===== config.mk =====
export PLATFORM = sky130hd
export DESIGN_NAME = display_scan_ctrl_flat
export DESIGN_NICKNAME = d
export VERILOG_FILES = /design/src/rtl/display_scan_ctrl_pkg.sv /design/src/rtl/display_scan_ctrl_if.sv /design/src/rtl/display_scan_ctrl_tap.sv /design/src/rtl/display_scan_ctrl.sv /design/src/flat_wrapper.sv
export SDC_FILE = /design/constraint.sdc
export NUM_CORES = 1
export LEC_CHECK = 0
export CAP_MARGIN = 40
export CORE_UTILIZATION = 47
export CTS_CLUSTER_DIAMETER = 40
export DETAILED_ROUTE_END_ITERATION = 8
export HOLD_SLACK_MARGIN = 0.06
export PLACE_DENSITY_LB_ADDON = 0.1
export SLEW_MARGIN = 40
export SYNTH_ARGS = -nofsm -noshare
export SYNTH_HDL_FRONTEND = slang
export SYNTH_HIERARCHICAL = 1
export SYNTH_SLANG_ARGS = --single-unit

===== constraint.sdc =====
create_clock -name clock -period 5.29 [get_ports clock]
set_clock_uncertainty 0.1 [all_clocks]
set_input_delay 1.058 -clock clock [delete_from_list [all_inputs] [get_ports clock]]
set_output_delay 1.058 -clock clock [all_outputs]
set_load 0.05 [all_outputs]

===== src/rtl/display_scan_ctrl_pkg.sv =====
// display_scan_pkg: shared definitions for the display scan controller slice.
//   scan_state_e : controller FSM state encoding
//   NUM_TAPS     : 3x3 neighbourhood taps fetched per pixel (fixed)
//   LAST_TAP     : index of the final tap
//   X_LAST       : last interior x coordinate (datapath/bench use)
//   Y_LAST       : last interior y coordinate (datapath/bench use)
//   tap_onehot() : tap index -> one-hot load strobe
package display_scan_pkg;

    localparam int unsigned NUM_TAPS = 9;
    localparam int unsigned LAST_TAP = 8;
    localparam int unsigned X_LAST   = 158;
    localparam int unsigned Y_LAST   = 118;

    typedef enum logic [3:0] {
        StIdle,
        StClr,
        StFetch,
        StPlot,
        StStepX,
        StCheckX,
        StStepY,
        StCheckY,
        StDone
    } scan_state_e;

    function automatic logic [NUM_TAPS-1:0] tap_onehot(input logic [3:0] idx);
        return NUM_TAPS'(1) << idx;
    endfunction

endpackage


===== src/rtl/display_scan_ctrl_if.sv =====
// display_scan_ctrl_if: signals between the scan controller and the display datapath.
//   start/frame_sel/mode_sel : frame request from the top-level start logic
//   row_done/col_done        : registered end-of-row/column flags from the datapath
//   rowCountEn/colCountEn    : x/y advance pulses
//   reset_sig_x/reset_sig_y  : x/y counter clears
//   ld/sel_address           : tap load strobes and tap index for the address adaptor
//   sel_im/img_mode          : latched image select and processing mode
//   plot/busy/frame_done     : pixel write strobe, activity, frame completion pulse
// Modports: master = controller side, slave = datapath/start-logic side.
interface display_scan_ctrl_if;
    import display_scan_pkg::*;

    logic                start;
    logic [2:0]          frame_sel;
    logic [1:0]          mode_sel;
    logic                row_done;
    logic                col_done;
    logic                rowCountEn;
    logic                colCountEn;
    logic                reset_sig_x;
    logic                reset_sig_y;
    logic [NUM_TAPS-1:0] ld;
    logic [3:0]          sel_address;
    logic [2:0]          sel_im;
    logic [1:0]          img_mode;
    logic                plot;
    logic                busy;
    logic                frame_done;

    modport master (
        input  start, frame_sel, mode_sel, row_done, col_done,
        output rowCountEn, colCountEn, reset_sig_x, reset_sig_y, ld, sel_address,
               sel_im, img_mode, plot, busy, frame_done
    );

    modport slave (
        output start, frame_sel, mode_sel, row_done, col_done,
        input  rowCountEn, colCountEn, reset_sig_x, reset_sig_y, ld, sel_address,
               sel_im, img_mode, plot, busy, frame_done
    );

endinterface


===== src/rtl/display_scan_ctrl_tap.sv =====
// tap_sequencer: walks the nine neighbourhood taps, holding each for RD_LAT+1 cycles.
//   clock, reset : clock, asynchronous active-high reset
//   run          : advance the sequence (controller is in FETCH)
//   clear        : return to tap 0, latency count 0
//   sel_address  : current tap index
//   ld           : one-hot load strobe, only on the last cycle of a tap
//   tap_last     : last cycle of the final tap
module tap_sequencer
    import display_scan_pkg::*;
#(
    parameter int unsigned RD_LAT = 1
) (
    input  logic                clock,
    input  logic                reset,
    input  logic                run,
    input  logic                clear,
    output logic [3:0]          sel_address,
    output logic [NUM_TAPS-1:0] ld,
    output logic                tap_last
);

    localparam logic [1:0] LatMax  = 2'(RD_LAT);
    localparam logic [3:0] TapLast = 4'(LAST_TAP);

    logic [3:0] tap_q, tap_d;
    logic [1:0] lat_q, lat_d;
    logic       tap_end;

    // Memory data for the current tap is valid on the last latency cycle.
    assign tap_end = run && (lat_q == LatMax);

    always_ff @(posedge clock or posedge reset) begin
        if (reset) begin
            tap_q <= '0;
            lat_q <= '0;
        end else begin
            tap_q <= tap_d;
            lat_q <= lat_d;
        end
    end

    always_comb begin
        tap_d = tap_q;
        lat_d = lat_q;
        if (clear) begin
            tap_d = '0;
            lat_d = '0;
        end else if (run) begin
            if (lat_q == LatMax) begin
                lat_d = '0;
                // Wrap so the next pixel starts at tap 0 even without a clear.
                tap_d = (tap_q == TapLast) ? 4'd0 : tap_q + 4'd1;
            end else begin
                lat_d = lat_q + 2'd1;
            end
        end
    end

    assign sel_address = tap_q;
    assign ld          = tap_end ? tap_onehot(tap_q) : '0;
    assign tap_last    = tap_end && (tap_q == TapLast);

endmodule


===== src/rtl/display_scan_ctrl.sv =====
// display_scan_ctrl: sequences the display datapath over every interior pixel of a frame.
// Per pixel: fetch 9 taps, pulse plot, advance x (and y at row end) using the
// datapath's registered row_done/col_done flags.
//   clock : system clock
//   reset : asynchronous active-high reset; abandons any frame in progress
//   bus   : display_scan_ctrl_if.master (request, datapath flags, control outputs)
// Build option: DISPLAY_SCAN_CTRL_CONTINUOUS_EN -- DONE loops back to CLR so frames scan
// back to back; a start seen in DONE re-latches frame_sel/mode_sel.
module display_scan_ctrl
    import display_scan_pkg::*;
#(
    parameter int unsigned RD_LAT = 1
) (
    input  logic                clock,
    input  logic                reset,
    display_scan_ctrl_if.master bus
);

    scan_state_e         state_q, state_d;
    logic [2:0]          sel_im_q;
    logic [1:0]          img_mode_q;
    logic                latch_en;
    logic                run;
    logic                clear;
    logic                tap_last;
    logic [3:0]          sel_address;
    logic [NUM_TAPS-1:0] ld;

    assign run   = (state_q == StFetch);
    assign clear = (state_q == StClr) || (state_q == StCheckX) || (state_q == StCheckY);

    tap_sequencer #(
        .RD_LAT (RD_LAT)
    ) u_tap_sequencer (
        .clock       (clock),
        .reset       (reset),
        .run         (run),
        .clear       (clear),
        .sel_address (sel_address),
        .ld          (ld),
        .tap_last    (tap_last)
    );

`ifdef DISPLAY_SCAN_CTRL_CONTINUOUS_EN
    assign latch_en = bus.start && ((state_q == StIdle) || (state_q == StDone));
`else
    assign latch_en = bus.start && (state_q == StIdle);
`endif

    always_ff @(posedge clock or posedge reset) begin
        if (reset) begin
            state_q <= StIdle;
        end else begin
            state_q <= state_d;
        end
    end

    always_ff @(posedge clock or posedge reset) begin
        if (reset) begin
            sel_im_q   <= '0;
            img_mode_q <= '0;
        end else if (latch_en) begin
            sel_im_q   <= bus.frame_sel;
            img_mode_q <= bus.mode_sel;
        end
    end

    always_comb begin
        state_d = state_q;
        unique case (state_q)
            StIdle:   if (bus.start) state_d = StClr;
            StClr:    state_d = StFetch;
            StFetch:  if (tap_last) state_d = StPlot;
            StPlot:   state_d = StStepX;
            StStepX:  state_d = StCheckX;
            // row_done was registered on the rowCountEn edge, so it is current here.
            StCheckX: state_d = bus.row_done ? StStepY : StFetch;
            StStepY:  state_d = StCheckY;
            StCheckY: state_d = bus.col_done ? StDone : StFetch;
`ifdef DISPLAY_SCAN_CTRL_CONTINUOUS_EN
            StDone:   state_d = StClr;
`else
            StDone:   state_d = StIdle;
`endif
            default:  state_d = StIdle;
        endcase
    end

    always_comb begin
        bus.rowCountEn  = 1'b0;
        bus.colCountEn  = 1'b0;
        bus.reset_sig_x = 1'b0;
        bus.reset_sig_y = 1'b0;
        bus.plot        = 1'b0;
        bus.frame_done  = 1'b0;
        bus.busy        = (state_q != StIdle);
        bus.ld          = ld;
        bus.sel_address = sel_address;
        bus.sel_im      = sel_im_q;
        bus.img_mode    = img_mode_q;
        unique case (state_q)
            StClr: begin
                bus.reset_sig_x = 1'b1;
                bus.reset_sig_y = 1'b1;
            end
            StPlot:  bus.plot       = 1'b1;
            StStepX: bus.rowCountEn = 1'b1;
            StStepY: bus.colCountEn = 1'b1;
            StDone:  bus.frame_done = 1'b1;
            default: ;
        endcase
    end

endmodule


===== src/flat_wrapper.sv =====
// flat-port wrapper written by rule: the top's interface ports become plain ports
module display_scan_ctrl_flat import display_scan_pkg::*;
#(
    parameter int unsigned RD_LAT = 1
)
  (clock, reset, bus_start, bus_frame_sel, bus_mode_sel, bus_row_done, bus_col_done, bus_rowCountEn, bus_colCountEn, bus_reset_sig_x, bus_reset_sig_y, bus_ld, bus_sel_address, bus_sel_im, bus_img_mode, bus_plot, bus_busy, bus_frame_done);
  display_scan_ctrl_if bus_i ();
  input  logic clock;
  input  logic reset;
  input wire logic [$bits(bus_i.start)-1:0] bus_start;
  input wire logic [$bits(bus_i.frame_sel)-1:0] bus_frame_sel;
  input wire logic [$bits(bus_i.mode_sel)-1:0] bus_mode_sel;
  input wire logic [$bits(bus_i.row_done)-1:0] bus_row_done;
  input wire logic [$bits(bus_i.col_done)-1:0] bus_col_done;
  output wire logic [$bits(bus_i.rowCountEn)-1:0] bus_rowCountEn;
  output wire logic [$bits(bus_i.colCountEn)-1:0] bus_colCountEn;
  output wire logic [$bits(bus_i.reset_sig_x)-1:0] bus_reset_sig_x;
  output wire logic [$bits(bus_i.reset_sig_y)-1:0] bus_reset_sig_y;
  output wire logic [$bits(bus_i.ld)-1:0] bus_ld;
  output wire logic [$bits(bus_i.sel_address)-1:0] bus_sel_address;
  output wire logic [$bits(bus_i.sel_im)-1:0] bus_sel_im;
  output wire logic [$bits(bus_i.img_mode)-1:0] bus_img_mode;
  output wire logic [$bits(bus_i.plot)-1:0] bus_plot;
  output wire logic [$bits(bus_i.busy)-1:0] bus_busy;
  output wire logic [$bits(bus_i.frame_done)-1:0] bus_frame_done;
  assign bus_i.start = bus_start;
  assign bus_i.frame_sel = bus_frame_sel;
  assign bus_i.mode_sel = bus_mode_sel;
  assign bus_i.row_done = bus_row_done;
  assign bus_i.col_done = bus_col_done;
  assign bus_rowCountEn = bus_i.rowCountEn;
  assign bus_colCountEn = bus_i.colCountEn;
  assign bus_reset_sig_x = bus_i.reset_sig_x;
  assign bus_reset_sig_y = bus_i.reset_sig_y;
  assign bus_ld = bus_i.ld;
  assign bus_sel_address = bus_i.sel_address;
  assign bus_sel_im = bus_i.sel_im;
  assign bus_img_mode = bus_i.img_mode;
  assign bus_plot = bus_i.plot;
  assign bus_busy = bus_i.busy;
  assign bus_frame_done = bus_i.frame_done;
  display_scan_ctrl #(.RD_LAT(RD_LAT)) u_core (.clock(clock), .reset(reset), .bus(bus_i));
endmodule

After elaboration in Yosys (flattened, before gate mapping)

Cells that the tools add are included.

Register bits: 15
Input bits: 10
Output and inout port bits: 25

Add/sub/neg operators: 2
Equal/unequal tests: 12
Shifts and indexed selects: 1
Multiplexer cells: 18
Reductions and logical operators: 11

Operators with widths:

| cell                                             | number |
|---|---|
| one-hot mux 4 bit (8 select lines)               | 1 |
| 2-to-1 mux 4 bit                                 | 7 |
| == test 4 x 3 -> 1 bit (second input constant)   | 4 |
| 2-to-1 mux 9 bit                                 | 1 |
| << shifter 1 x 4 -> 9 bit (first input constant) | 1 |
| == test 4 x 2 -> 1 bit (second input constant)   | 2 |
| == test 4 bit (second input constant)            | 2 |
| 2-to-1 mux 2 bit                                 | 3 |
| 2-to-1 mux 1 bit                                 | 5 |
| adder 4 x 1 -> 4 bit (second input constant)     | 1 |
| == test 4 x 1 -> 1 bit (second input constant)   | 1 |
| logical NOT 4 bit                                | 1 |
| AND reduction 2 bit                              | 2 |
| nonzero test 2 bit                               | 2 |
| nonzero test 4 bit                               | 1 |
| logical AND 1 bit                                | 3 |
| 2-to-1 mux 3 bit                                 | 1 |
| adder 2 x 1 -> 2 bit (second input constant)     | 1 |
| == test 2 x 1 -> 1 bit (second input constant)   | 1 |
| logical OR 1 bit                                 | 2 |
| != test 2 x 1 -> 1 bit (second input constant)   | 1 |
| != test 2 bit (second input constant)            | 1 |

Logic depth before layout (Yosys ltp)

Gate-level depths: netlist (run 1).

Depth in word-level cells: 5
Gate-level depth with buffers: 7

Modules after synthesis

The synthesis (run 1) kept the hierarchy.

Modules (own cells, without submodules):

| module            | times used | cells each | area each (sq um) | seq. area each (sq um) |
|---|---|---|---|---|
| display_scan_ctrl | 1          | 45         | 526.8             | 225.2 |
| tap_sequencer     | 1          | 50         | 442.9             | 150.1 |

Least setup slack after synthesis (run 1)

No wires, ideal clock.

Path type: reg-to-output
From: register u_core.state_q[1]
To: output bus_reset_sig_y
Data arrival time: 2.755 ns
Data required time: 4.132 ns
Path slack: 1.377 ns
Cell stages (with the launch flop): 4
Path buffers: 2
Cell sequence: dfrtp_1 -> buf_6 -> nor4b_1 -> buf_4

Word-level cells in the longest chain between the ends: 2

Ends and longest elaborated chain:

| element                | RTL line                | RTL |
|---|---|---|
| start, declared        | display_scan_ctrl.sv:19 | `scan_state_e state_q, state_d;` |
| start signal, assigned | display_scan_ctrl.sv:52 | `state_q <= StIdle;` |
| start signal, assigned | display_scan_ctrl.sv:54 | `state_q <= state_d;` |
| == test 4 x 1 -> 1 bit | -                       |  |
| 2-to-1 mux 1 bit       | -                       |  |
| end, declared          | flat_wrapper.sv:18      | `output wire logic [$bits(bus_i.reset_sig_y)-1:0] bus_reset_sig_y;` |

Every way passes these cells.

Final worst setup path (run 1)

From: register u_core.state_q[1]
To: output bus_ld[5]

Word-level cells in the longest chain between the ends: 3

Ends and longest elaborated chain:

| element                | RTL line                    | RTL |
|---|---|---|
| == test 4 x 2 -> 1 bit | display_scan_ctrl.sv:29     | `assign run = (state_q == StFetch);` |
| net u_core.run         | display_scan_ctrl.sv:23     | `logic run;` |
| logical AND 1 bit      | display_scan_ctrl_tap.sv:30 | `assign tap_end = run && (lat_q == LatMax);` |
| 2-to-1 mux 9 bit       | display_scan_ctrl_tap.sv:60 | `assign ld = tap_end ? tap_onehot(tap_q) : '0;` |
| end, declared          | flat_wrapper.sv:19          | `output wire logic [$bits(bus_i.ld)-1:0] bus_ld;` |

The timed path passes the listed nets, and every way through them passes these cells.

==> flow_summary.toml, run 1 <==
[status]
status = "complete, no violations"

[flow_run]
drv_cap = 0

[final_layout]
nets = 144
diodes = 0
syn_to_final_growth_pct = 36.3
regArea_um2 = 375
final_util_pct = 68.0
drive_above_1_share_pct = 11.0
fill_cells = 155
multi_input_area_um2 = 518

[synth]
yosys_register_bits = 15
yosys.area.top_type = "dfrtp_1"
postSynthAreaPerCell_um2 = 10.2
synth.most_common_cell = "dfrtp_1"
async_flop_share_pct = 100
syn_inst = 95
synth.distinct_cells = 30
ys_warn_count = 6
ys_seq_area_share_pct = 38.7
synth_top_area_share_pct = 38.7
synth_ff_type = "dfrtp_1"
synth_nets = 111
netlist_area_um2 = 970
synth_edf_count = 0
synth.cells.most_frequent = "dfrtp_1 (15), nor3_1 (10), inv_1 (7), nand2_1 (7), ha_1 (6)"
synth_area_leaders = "dfrtp_1 (39%), ha_1 (7.7%), mux2_4 (7.7%)"

[floorplan]
rows = 16
num_io_pins = 35
coreArea_mm2 = 0.00194
die_area_mm2 = 0.00225
die_h_um = 47.4
fp.dieW_um = 47.4
initial_utilization_pct = 49.9

[sta]
fin_crit_ps = 4130
fin_ws_ps = 1160
rsz0062_at_grt = "false"
max_freq_mhz = 242
fin_hold_ws_ps = 413
slew_viol_final = 0
finalCritPeriodShare_pct = 78.1
timing.setup.tns_ps = 0
worst_pin_slew_ps = 749
setup_viol = 0
relSlewSlack_pct = 50.0
hold_violations = 0

[setup_path]
worstPathArrival_ps = 2970
cp-end-kind = "output pin"
start_kind = "flip-flop"
cp_cell_sequence = "nand2b_1 > nor3_1 > nand3b_4 > nor2_1 > and3_1 > clkdlybuf4s50_1"
cpPeakStageDelay_ps = 800
path_max_fanout = 11
critPathRequiredTime_ps = 4130
critical_path.top_delay_family = "simple AND/OR/NAND/NOR gates"
crit_buf_inv = 1
cpMaxStageDelayCell = "clkdlybuf4s50_1"
crit_type = "flip-flop to output pin"

[global_routing]
grt_usage_pct = 18.5
grt_pass1_vias = 663
grt_pass1_wl_um = 2870
grt-ovfl-total = 0
antenna_found_initial = 0
grt_start_max_net_pins = 14

[clock_network]
path_clk_slew_ps = 90
insertion_delay_ps = 280
cts_resized = 0
tritoncts = "done"
cts_made_buffers = 3
clock-sinks = 15
postCtsHoldBufs = 0
cts_buffer_depth = 2
root_buffer = "clkbuf_4"
post-cts-setup-buffers = 0
htreeDepth = 1

[placed_design]
io_buffers = 34
dp_hpwl_um = 1570
routabilityCongestion = 0.751
dp_slack_ps = 1480

[power_and_ir_drop]
p_leak_nw = 0.588
p_per_area_mw_per_mm2 = 567
vdd_ir_drop_max_v = 0.000412
power_w = 0.000749

[drt]
wl_per_cell_um = 13.1
dr.pass1.iters = 4
drt_wl_total_um = 2020
ant_nets = 0
via_count = 797
routed_via_density = 5.18
first_iter_violations = 36
drt_drc_violations_left = 0

[hold_path]
hp-class = "flip-flop to flip-flop"
## final timing paths
check	startpoint	end	slack, ps	cells past startpoint
setup / recovery	u_core/state_q[1]$_DFFE_PP0P_	bus_ld[5]	1160	6
hold / removal	u_core/bus.img_mode[1]$_DFFE_PP0P_	u_core/bus.img_mode[1]$_DFFE_PP0P_	410	1
setup reg to reg	u_core/state_q[1]$_DFFE_PP0P_	u_core/u_tap_sequencer/sel_address[3]$_DFFE_PP0P_	3110	5
hold reg to reg	u_core/bus.img_mode[1]$_DFFE_PP0P_	u_core/bus.img_mode[1]$_DFFE_PP0P_	410	1
max in group asynchronous	reset	u_core/state_q[2]$_DFFE_PP0P_	3880	2
min in group asynchronous	reset	u_core/u_tap_sequencer/lat_q[1]$_DFFE_PP0P_	920	2
## sequential cells by signal, summed over array words and instances, names as in the netlist
| name | count |
|---|---|
| u_core/u_tap_sequencer/sel_address | 4 |
| u_core/bus.sel_im | 3 |
| u_core/state_q | 4 |
| u_core/u_tap_sequencer/lat_q | 2 |
| u_core/bus.img_mode | 2 |
## layer usage
layer  global-route usage [%]  vias up  wire, um
li1                         -      392         -
met1                     26.2      375       920
met2                     27.9       28       930
met3                     4.91        2       164
met4                     5.14        0         6
met5                        0        -         0
## layout by cell type, fill, tap and decap left out, drive strengths merged, types with 2 or more instances in the layout
cell,n
nor3,10
and3,3
nor4b,2
a211oi,3
nand2,7
a21oi,5
and2,4
mux2,5
clkdlybuf4s50,34
inv,7
dfrtp,15
nand3,3
nand2b,4
nor2b,2
ha,6
clkbuf,3
nor2,5
## power by group
part	switching [W]	total [W]	internal [W]
clock network	0.0000363	0.0000643	0.0000280
logic	0.000276	0.000450	0.000174
registers	0.0000775	0.000235	0.000157
## cell type report
cell class | instances | area share, %
Timing Repair Buffer | 34 | 25.8
Multi-Input combinational cell | 67 | 39.2
Inverter | 7 | 1.99
Sequential cell | 15 | 28.4
Tap cell | 27 | 2.56
Clock buffer | 3 | 1.70
Clock inverter | 1 | 0.379
## cells by family after synthesis
group	Yosys count	share of synthesized area, %
AOI/OAI and AO/OA	11	7.23
adders and majority gates	6	7.74
DFF	15	38.7
muxes	5	7.74
buffers and inverters	13	7.87
and+or+nand+nor	44	29.8
xor gates and xnor gates	1	0.903
## through the flow
stage               std cells  cell area [um^2]
floorplan                  95               970
finish                    154              1320
detailed placement        150              1290
global route              154              1320
global placement          150              1290
CTS                       154              1320
(Power assumes the default switching activity.)
==> inputs of run 2 (changes only) <==
Settings changed: CORE_UTILIZATION 47 to 39.
Clock period 5.29 ns to 3.41 ns, I/O delays scaled along.
==> run 2 against run 1 <==
Net effect: power rose by 55%; flip-flop and latch count is the same; highest routed layer unchanged; wire length fell by 9.3%; largest power group unchanged; critical endpoint is now bus_reset_sig_x; count of clock-buffer cells in the layout stayed put; sequential share of layout area shrank 1.1 points; die area grew 20%; core utilization decreased by 7.6 points.
==> flow_summary.toml, run 2 (synthesized netlist as in run 1, its figures left out) <==
[floorplan]
coreArea_mm2 = 0.00228
die_area_mm2 = 0.00269
initial_utilization_pct = 42.6
num_io_pins = 35
rows = 17
die_h_um = 51.9
fp.dieW_um = 51.9

[sta]
fin_ws_ps = 475
slew_viol_final = 0
rsz0062_at_grt = "false"
worst_pin_slew_ps = 680
timing.setup.tns_ps = 0
setup_viol = 0
hold_violations = 0
max_freq_mhz = 341
fin_crit_ps = 2930
relSlewSlack_pct = 54.6
finalCritPeriodShare_pct = 86.1
fin_hold_ws_ps = 416

[placed_design]
dp_slack_ps = 809
io_buffers = 34
dp_hpwl_um = 1410
routabilityCongestion = 0.826

[clock_network]
root_buffer = "clkbuf_4"
cts_resized = 0
post-cts-setup-buffers = 0
postCtsHoldBufs = 0
insertion_delay_ps = 270
path_clk_slew_ps = 90
htreeDepth = 1
clock-sinks = 15
tritoncts = "done"
cts_buffer_depth = 2
cts_made_buffers = 3

[final_layout]
final_util_pct = 60.5
nets = 145
final_common_cell = "clkdlybuf4s50_1"
multi_input_area_um2 = 524
fill_cells = 204
diodes = 0
syn_to_final_growth_pct = 41.9
regArea_um2 = 375
layout_common_cells = "clkdlybuf4s50_1 (25), dfrtp_1 (15), nor3_1 (10)"
drive_above_1_share_pct = 19.5

[power_and_ir_drop]
p_int_w = 0.000567
power_w = 0.00116
p_per_area_mw_per_mm2 = 846
combPwrFrac_pct = 60.1
clock_power_share_pct = 8.4
p_leak_nw = 0.626
vdd_ir_drop_max_v = 0.000523
sw_frac_of_total_pct = 51.3
p_switching_w = 0.000596
pwr-share-seq_pct = 31.5

[drt]
drt_wl_total_um = 1830
via_count = 759
dr.pass1.iters = 4
drt_drc_violations_left = 0
routed_via_density = 4.87
ant_nets = 0
wl_per_cell_um = 11.8
first_iter_violations = 9

[setup_path]
cp-startpoint = "u_core/state_q[1]$_DFFE_PP0P_"
critPathRequiredTime_ps = 2630
worstPathArrival_ps = 2150
reg2reg_from = "u_core/state_q[0]$_DFFE_PP0P_"
start_kind = "flip-flop"
path_max_fanout = 11
cp-end-kind = "output pin"
crit_type = "flip-flop to output pin"

[flow_run]
drv_cap = 0

[hold_path]
hp-start = "u_core/bus.sel_im[2]$_DFFE_PP0P_"
hp-class = "flip-flop to flip-flop"

[status]
status = "complete, no violations"

[global_routing]
antenna_found_initial = 0
grt_usage_pct = 15.1
grt-ovfl-total = 0
grt_start_max_net_pins = 14
grt_pass1_vias = 681
grt_pass1_wl_um = 2990
## run 2: changes by cell type in the layout (fill, tap and decap cells not counted)
| cell | change |
|---|---|
| buf_12 | +5 |
| nor4b_2 | +1 |
| buf_4 | +5 |
| clkdlybuf4s50_1 | -9 |
| nor4b_1 | -1 |
## run 2: final timing paths
path / end / slack [ps] / cells after the start
max: bus_reset_sig_x / 480 / 2
min: u_core/bus.sel_im[2]$_DFFE_PP0P_ / 420 / 1
max reg2reg: u_core/u_tap_sequencer/sel_address[3]$_DFFE_PP0P_ / 1470 / 6
min reg2reg: u_core/bus.sel_im[2]$_DFFE_PP0P_ / 420 / 1
max in group asynchronous: u_core/bus.img_mode[0]$_DFFE_PP0P_ / 2370 / 2
min in group asynchronous: u_core/u_tap_sequencer/lat_q[1]$_DFFE_PP0P_ / 540 / 2
## run 2: layout make-up
| type | count | area share [%] |
|---|---|---|
| multi-input combinational | 67 | 38.1 |
| timing repair buffer | 35 | 28.2 |
| sequential | 15 | 27.3 |
| tap | 28 | 2.55 |
| inverter | 7 | 1.91 |
| clock buffer | 3 | 1.64 |
| clock inverter | 1 | 0.364 |
## run 2: power groups by stage
stage	sequential [W]	combinational (W)	clock, W
global route	0.000383	0.000739	0.000115
detailed placement	0.000370	0.000701	0
finish	0.000367	0.000700	0.0000973
global placement	0.000365	0.000700	0
CTS	0.000367	0.000706	0.000102
floorplan	0.000448	0.000448	0
## run 2: worst max-delay path: stages, from the launching register on
cell             delay (ps)
dfrtp_1                 550
nor4b_2                 450
clkdlybuf4s50_1         880
## run 2: layer usage
layer  wire length, um  track usage, %  up-vias
li1                  -               -      395
met5                 0               0        -
met2               778            22.6       27
met4                14            4.05        0
met3               136            4.39        2
met1               904            20.9      335
## run 2: stage by stage
stage,instance area [um^2],std cells
after detailed placement,1350,152
final,1380,156
after CTS,1380,156
after global routing,1380,156
after global placement,1350,152
after floorplan,976,95
